<file path="src/rtl/alu_arb.sv">
`default_nettype none
// ============================================================================
//  Module      : alu_arb
//  Description : Round-robin arbiter that lets two requesters share one
//                combinational ALU, one operation at a time.
//  Revision    : 1.0 - initial release
// ============================================================================
module alu_arb #(
    parameter logic PRIO_INIT = 1'b0
) (
    input  logic        clk,
    input  logic        rst,

    input  logic        Req0_Valid,
    output logic        Req0_Ready,
    input  logic [31:0] Req0_A,
    input  logic [31:0] Req0_B,
    input  logic [3:0]  Req0_Func,

    input  logic        Req1_Valid,
    output logic        Req1_Ready,
    input  logic [31:0] Req1_A,
    input  logic [31:0] Req1_B,
    input  logic [3:0]  Req1_Func,

    output logic        Rsp0_Valid,
    input  logic        Rsp0_Ready,
    output logic        Rsp1_Valid,
    input  logic        Rsp1_Ready,
    output logic [31:0] Rsp_Data,
    output logic        Rsp_Zero,
    output logic        Rsp_OverFlow,

    output logic [31:0] ALU_DA,
    output logic [31:0] ALU_DB,
    output logic [3:0]  ALU_Func,
    input  logic [31:0] ALU_DC,
    input  logic        ALU_Zero,
    input  logic        ALU_OverFlow
);

    localparam logic [1:0] S_IDLE = 2'd0;
    localparam logic [1:0] S_EXEC = 2'd1;
    localparam logic [1:0] S_RESP = 2'd2;

    logic [1:0] r_state;
    logic [1:0] w_state_nxt;
    logic       r_prio;
    logic       r_gnt;
    logic       w_gnt_id;
    logic       w_idle;
    logic       w_accept;
    logic       w_rsp_hs;

    // Requester that would win if the arbiter is idle this cycle
    always_comb begin
        w_gnt_id = 1'b0;
        if (Req0_Valid && Req1_Valid) begin
            w_gnt_id = r_prio;
        end else if (Req1_Valid) begin
            w_gnt_id = 1'b1;
        end
    end

    assign w_idle     = (r_state == S_IDLE);
    assign Req0_Ready = w_idle && Req0_Valid && !w_gnt_id;
    assign Req1_Ready = w_idle && Req1_Valid &&  w_gnt_id;
    assign w_accept   = Req0_Ready || Req1_Ready;

    assign Rsp0_Valid = (r_state == S_RESP) && !r_gnt;
    assign Rsp1_Valid = (r_state == S_RESP) &&  r_gnt;
    assign w_rsp_hs   = (Rsp0_Valid && Rsp0_Ready) || (Rsp1_Valid && Rsp1_Ready);

    always_comb begin
        w_state_nxt = r_state;
        case (r_state)
            S_IDLE:  if (w_accept) w_state_nxt = S_EXEC;
            S_EXEC:  w_state_nxt = S_RESP;
            S_RESP:  if (w_rsp_hs) w_state_nxt = S_IDLE;
            default: w_state_nxt = S_IDLE;
        endcase
    end

    always_ff @(posedge clk) begin
        if (rst) begin
            r_state <= S_IDLE;
            r_prio  <= PRIO_INIT;
            r_gnt   <= 1'b0;
        end else begin
            r_state <= w_state_nxt;
            if (w_accept) begin
                r_gnt <= w_gnt_id;
            end
            // Priority passes to the other requester once a result is consumed
            if (w_rsp_hs) begin
                r_prio <= !r_gnt;
            end
        end
    end

    always_ff @(posedge clk) begin
        if (rst) begin
            ALU_DA       <= 32'd0;
            ALU_DB       <= 32'd0;
            ALU_Func     <= 4'd0;
            Rsp_Data     <= 32'd0;
            Rsp_Zero     <= 1'b0;
            Rsp_OverFlow <= 1'b0;
        end else begin
            if (w_accept) begin
                ALU_DA   <= w_gnt_id ? Req1_A    : Req0_A;
                ALU_DB   <= w_gnt_id ? Req1_B    : Req0_B;
                ALU_Func <= w_gnt_id ? Req1_Func : Req0_Func;
            end
            if (r_state == S_EXEC) begin
                Rsp_Data     <= ALU_DC;
                Rsp_Zero     <= ALU_Zero;
                Rsp_OverFlow <= ALU_OverFlow;
            end
        end
    end

endmodule
`default_nettype wire

</file>
<file path="config.mk">
export PLATFORM = sky130hd
export DESIGN_NAME = alu_arb
export DESIGN_NICKNAME = d
export VERILOG_FILES = /design/src/rtl/alu_arb.sv
export SDC_FILE = /design/constraint.sdc
export NUM_CORES = 1
export LEC_CHECK = 0
export ABC_AREA = 1
export CORE_ASPECT_RATIO = 0.8
export CORE_UTILIZATION = 40
export DETAILED_ROUTE_END_ITERATION = 10
export PLACE_DENSITY = 0.88
export SYNTH_ARGS = -nofsm -noshare
export SYNTH_HDL_FRONTEND = slang
export SYNTH_SLANG_ARGS = --single-unit
</file>
<file path="constraint.sdc">
create_clock -name clk -period 2.6 [get_ports clk]
set_clock_uncertainty 0.2 [all_clocks]
set_input_delay 0.52 -clock clk [delete_from_list [all_inputs] [get_ports clk]]
set_output_delay 0.52 -clock clk [all_outputs]
set_load 0.005 [all_outputs]
</file>
Word level (Yosys, flattened, before mapping)
Index checks and enable logic that the tools add are counted.
{ "word_totals": {"register_bits": 106, "inputBits": 176} }
{ "op_classes": {"n_eq_ne": 4, "n_mux": 8, "n_reduce_logical": 15} }
{ "op_table": {"columns": ["cell", "n"], "rows": [
  ["32-bit 2-to-1 mux", 2],
  ["1-bit logical AND", 9],
  ["2-bit case mux with 3 select lines", 1],
  ["2-bit 2-to-1 mux", 2],
  ["4-bit 2-to-1 mux", 1],
  ["2-bit by 1-bit equality test with 1-bit output (second input constant)", 1],
  ["2-bit equality test (second input constant)", 1],
  ["1-bit logical NOT", 2],
  ["2-bit logical NOT", 1],
  ["1-bit logical OR", 2],
  ["1-bit 2-to-1 mux", 2],
  ["2-bit by 1-bit != test with 1-bit output (second input constant)", 1],
  ["2-bit != test (second input constant)", 1],
  ["2-bit AND reduction", 1]
]} }

Logic depth before layout (Yosys ltp)
{ "depth": {"word_depth": 7, "depth_mapped": 9, "depth_no_buf": 7} }

Worst setup path after synthesis
No wires, ideal clock.
{ "synth_path": {"path_kind": "input-to-output", "startpoint": "in Req1_Valid", "endpoint": "out Req0_Ready", "arrival_time_ns": 1.147, "setup_slack_ns": 0.733, "cell_stages": 4, "path_cell_list": "buf_2 > buf_2 > buf_2 > a21oi_1"} }
{ "synth_between": {"elab_chain_cells": 4, "word_cells_on_any_way": 5} }
{ "synth_rtl": {"columns": ["item", "line_no", "text"], "rows": [
  ["from (decl)", "20", "input logic Req1_Valid,"],
  ["1-bit 2-to-1 mux / 1-bit logical AND (equally long branches)", "60, 58", null],
  ["1-bit 2-to-1 mux (*)", "58", "if (Req0_Valid && Req1_Valid) begin"],
  ["1-bit logical NOT (*)", "66", "assign Req0_Ready = w_idle && Req0_Valid && !w_gnt_id;"],
  ["1-bit logical AND (*)", "66", null],
  ["to (decl)", "15", "output logic Req0_Ready,"]
]} }
Mark *: on every way between the ends. The rest lies on a longest branch, timed or not.

Worst setup path in the final report
{ "layout_path": {"startpoint": "in Req0_Valid", "endpoint": "out Req0_Ready"} }
{ "layout_between": {"elab_chain_cells": 4, "word_cells_on_any_way": 5} }
{ "layout_rtl": {"columns": ["item", "line_no", "text"], "rows": [
  ["from (decl)", "14", "input logic Req0_Valid,"],
  ["1-bit logical AND", "58", null],
  ["1-bit 2-to-1 mux", "58", null],
  ["1-bit logical NOT", "66", null],
  ["1-bit logical AND (*)", "66", null]
]} }
Marks and branches as above.

==> flow_metrics.env <==
export IMPL_synth_cells=840
export IMPL_area_growth_pct=63.6
export IMPL_post_synth_top_count_cell="nand2_1"
export IMPL_crit_fanout=4
export IMPL_crit_required_ns=1.88
export IMPL_tns_ns=0
export IMPL_synth_edf_count=0
export IMPL_critPathKind="input pin to output port"
export IMPL_finalCritPeriodShare_pct=96.9
export IMPL_via_count=5943
export IMPL_synthArstFlopShare_pct=0
export IMPL_viasPerCell=4.71
export IMPL_path_common_cell="clkdlybuf4s50_1"
export IMPL_crit_path_start_kind="input pin"
export IMPL_post_cts_setup_buffers=0
export IMPL_first_pass_iters=4
export IMPL_reg2reg_setup_slack_ns=0.69
export IMPL_cts_sinks=106
export IMPL_status="finished clean"
export IMPL_die_h_um=103
export IMPL_routedWlPerCell_um=13.5
export IMPL_synth_warning_count=0
export IMPL_ios=282
export IMPL_wirelength_um=17000
export IMPL_cp_data_arrival_time_ns=1.80
export IMPL_syn_avg_cell_area_um2=6.12
export IMPL_overflow=0
export IMPL_worst_path_stages=4
export IMPL_ir_drop_uv=390
export IMPL_nets=1262
export IMPL_cts_tree="done"
export IMPL_synth_top_area_share_pct=41.3
export IMPL_antenna_found_initial=1
export IMPL_setup_viol=0
export IMPL_track_usage_pct=24.9
export IMPL_maxCapViolations=0
export IMPL_core_area_mm2=0.0123
export IMPL_cp_buffers_inverters=2
export IMPL_synthTopCellsByCount="nand2_1, nor2_1, nand3_1, dfxtp_1, inv_1"
export IMPL_cts_max_level=3
export IMPL_r2r_cells=7
export IMPL_power_density_mw_per_mm2=571
export IMPL_endpoint="Req0_Ready"
export IMPL_ant_nets=0
export IMPL_crit_family="buffers and inverters"
export IMPL_synth_cell_type_count=15
export IMPL_crit_start="Req0_Valid"
export IMPL_postCtsResizedCells=0
export IMPL_min_path_type="flip-flop to flip-flop"
export IMPL_tightest_slew_ns=0.604
export IMPL_grt_pass1_vias=5376
export IMPL_path_cells="clkdlybuf4s50_1 -> nand2_2 -> a21oi_1 -> clkdlybuf4s50_1"
export IMPL_synthesis_nets=1016
export IMPL_ys_seq_area_share_pct=41.3
export IMPL_whs_ns=0.298
export IMPL_clockRootBuffer="clkbuf_16"
export IMPL_slew_headroom_pct=59.7
export IMPL_cts_hold_buf=0
export IMPL_die_x_um=129
export IMPL_cts_path_max_buffers=2
export IMPL_fmax_mhz=397
export IMPL_start_util_pct=41.6
export IMPL_yosys_register_bits=106
export IMPL_cts_made_buffers=9
export IMPL_r2r_end="ALU_DA[16]"
export IMPL_clk_latency_ns=0.34
export IMPL_timing_rr_start="r_state[1]"
export IMPL_grt_max_degree=71
export IMPL_crit_path_max_incr_delay_ns=0.52
export IMPL_ys_top_cells_by_area="dfxtp_1, nand2_1, nor2_1"
export IMPL_rsz0062_at_grt="no"
export IMPL_synth_top_cell_by_area="dfxtp_1"
export IMPL_min_period_ns=2.52
export IMPL_port_buffers=281
export IMPL_clkSlewWorstSetupHoldPaths_ns=0.08
export IMPL_end_kind="output port"
export IMPL_synth_main_ff_cell="dfxtp_1"
export IMPL_crit_slowest_cell="clkdlybuf4s50_1"
export IMPL_slew_viol_final=0
export IMPL_place_hpwl_um=11900
export IMPL_rows=36
export IMPL_grt_pass1_wl_um=26000
export IMPL_drtIter0Drc=321
export IMPL_drc=0
export IMPL_power_leakage_nw=3.87
export IMPL_drive_gt1_share_pct=3.57
export IMPL_final_hold_viol_count=0
export IMPL_gp_congestion=0.805
export IMPL_synth_area_mm2=0.00514
export IMPL_die_area_mm2=0.0133
==> report_power, final <==
group / switching, mW / internal, mW
sequential: 0.0911 / 1.81
combinational: 0.636 / 0.787
clock: 0.690 / 0.783
==> kinds of logic after synthesis <==
group / count (synthesis) / synth area share [%]
flops: 106 / 41.3
buf+inv: 135 / 10.4
compound gates: 39 / 3.80
simple gates: 560 / 44.5
==> worst min-delay path by stage <==
stage	from	end	slack, ns	depth (start not counted)
2_1_floorplan	r_prio	r_prio	0.23	2
3_3_place_gp	r_prio	r_prio	0.26	2
3_5_place_dp	r_prio	r_prio	0.27	2
4_1_cts	r_gnt	r_gnt	0.29	2
5_1_grt	Rsp_Data[14]	Rsp_Data[14]	0.34	2
6_report	r_gnt	r_gnt	0.30	2
==> metal layers <==
| layer | up-vias | part of all wire [%] | global-route usage [%] |
|---|---|---|---|
| met4 | 0 | 2.5 | 8.69 |
| met3 | 35 | 8.7 | 7.77 |
| met5 | - | 0 | 0 |
| li1 | 3070 | - | - |
| met2 | 203 | 49 | 45.2 |
| met1 | 2635 | 40 | 27.7 |
==> cells in the final DEF, fill, tap and decap left out <==
cell	n
nor2_1	208
nand3_1	136
nand2_2	3
clkinv_8	3
nand2_1	211
nand3_2	1
o21ai_0	34
clkbuf_16	9
inv_2	3
dfxtp_1	106
diode_2	1
clkdlybuf4s50_1	280
nor2_2	1
inv_6	1
buf_4	9
buf_2	1
a21oi_1	5
clkinvlp_4	1
buf_12	5
inv_8	1
inv_1	72
bufinv_16	1
==> flip-flops by register name (all words and copies together) (netlist names) <==
signal,flops
ALU_DA,32
ALU_DB,32
ALU_Func,4
Rsp_Data,32
Rsp_OverFlow,1
Rsp_Zero,1
r_gnt,1
r_prio,1
r_state,2
==> worst min-delay path, cell delays in order, from the launching register on <==
cell     delay, ns
dfxtp_1       0.34
nand2_1       0.07
a21oi_1       0.05
==> through the flow <==
stage                     utilization, %  area, um2  std cells  total power, mW  worst slack, ns
after floorplan                        -       5140        840             2.56            0.733
after global placement              65.4       8080       1246             3.33            0.116
after detailed placement            65.4       8080       1246             3.37           0.0913
after CTS                           68.1       8410       1262             4.84           0.0896
after global routing                68.1       8410       1263             5.07           0.0412
final                               68.1       8410       1263             4.80           0.0819
==> cell type report <==
| class | instances | area [um2] |
|---|---|---|
| multi-input combinational | 599 | 2480 |
| fill | 1104 | 3930 |
| clock inverter | 7 | 106 |
| antenna | 1 | 2.50 |
| sequential | 106 | 2120 |
| clock buffer | 9 | 225 |
| tap | 171 | 214 |
| inverter | 75 | 282 |
| timing repair buffer | 295 | 2980 |
Power figures use the tool's default switching activity.
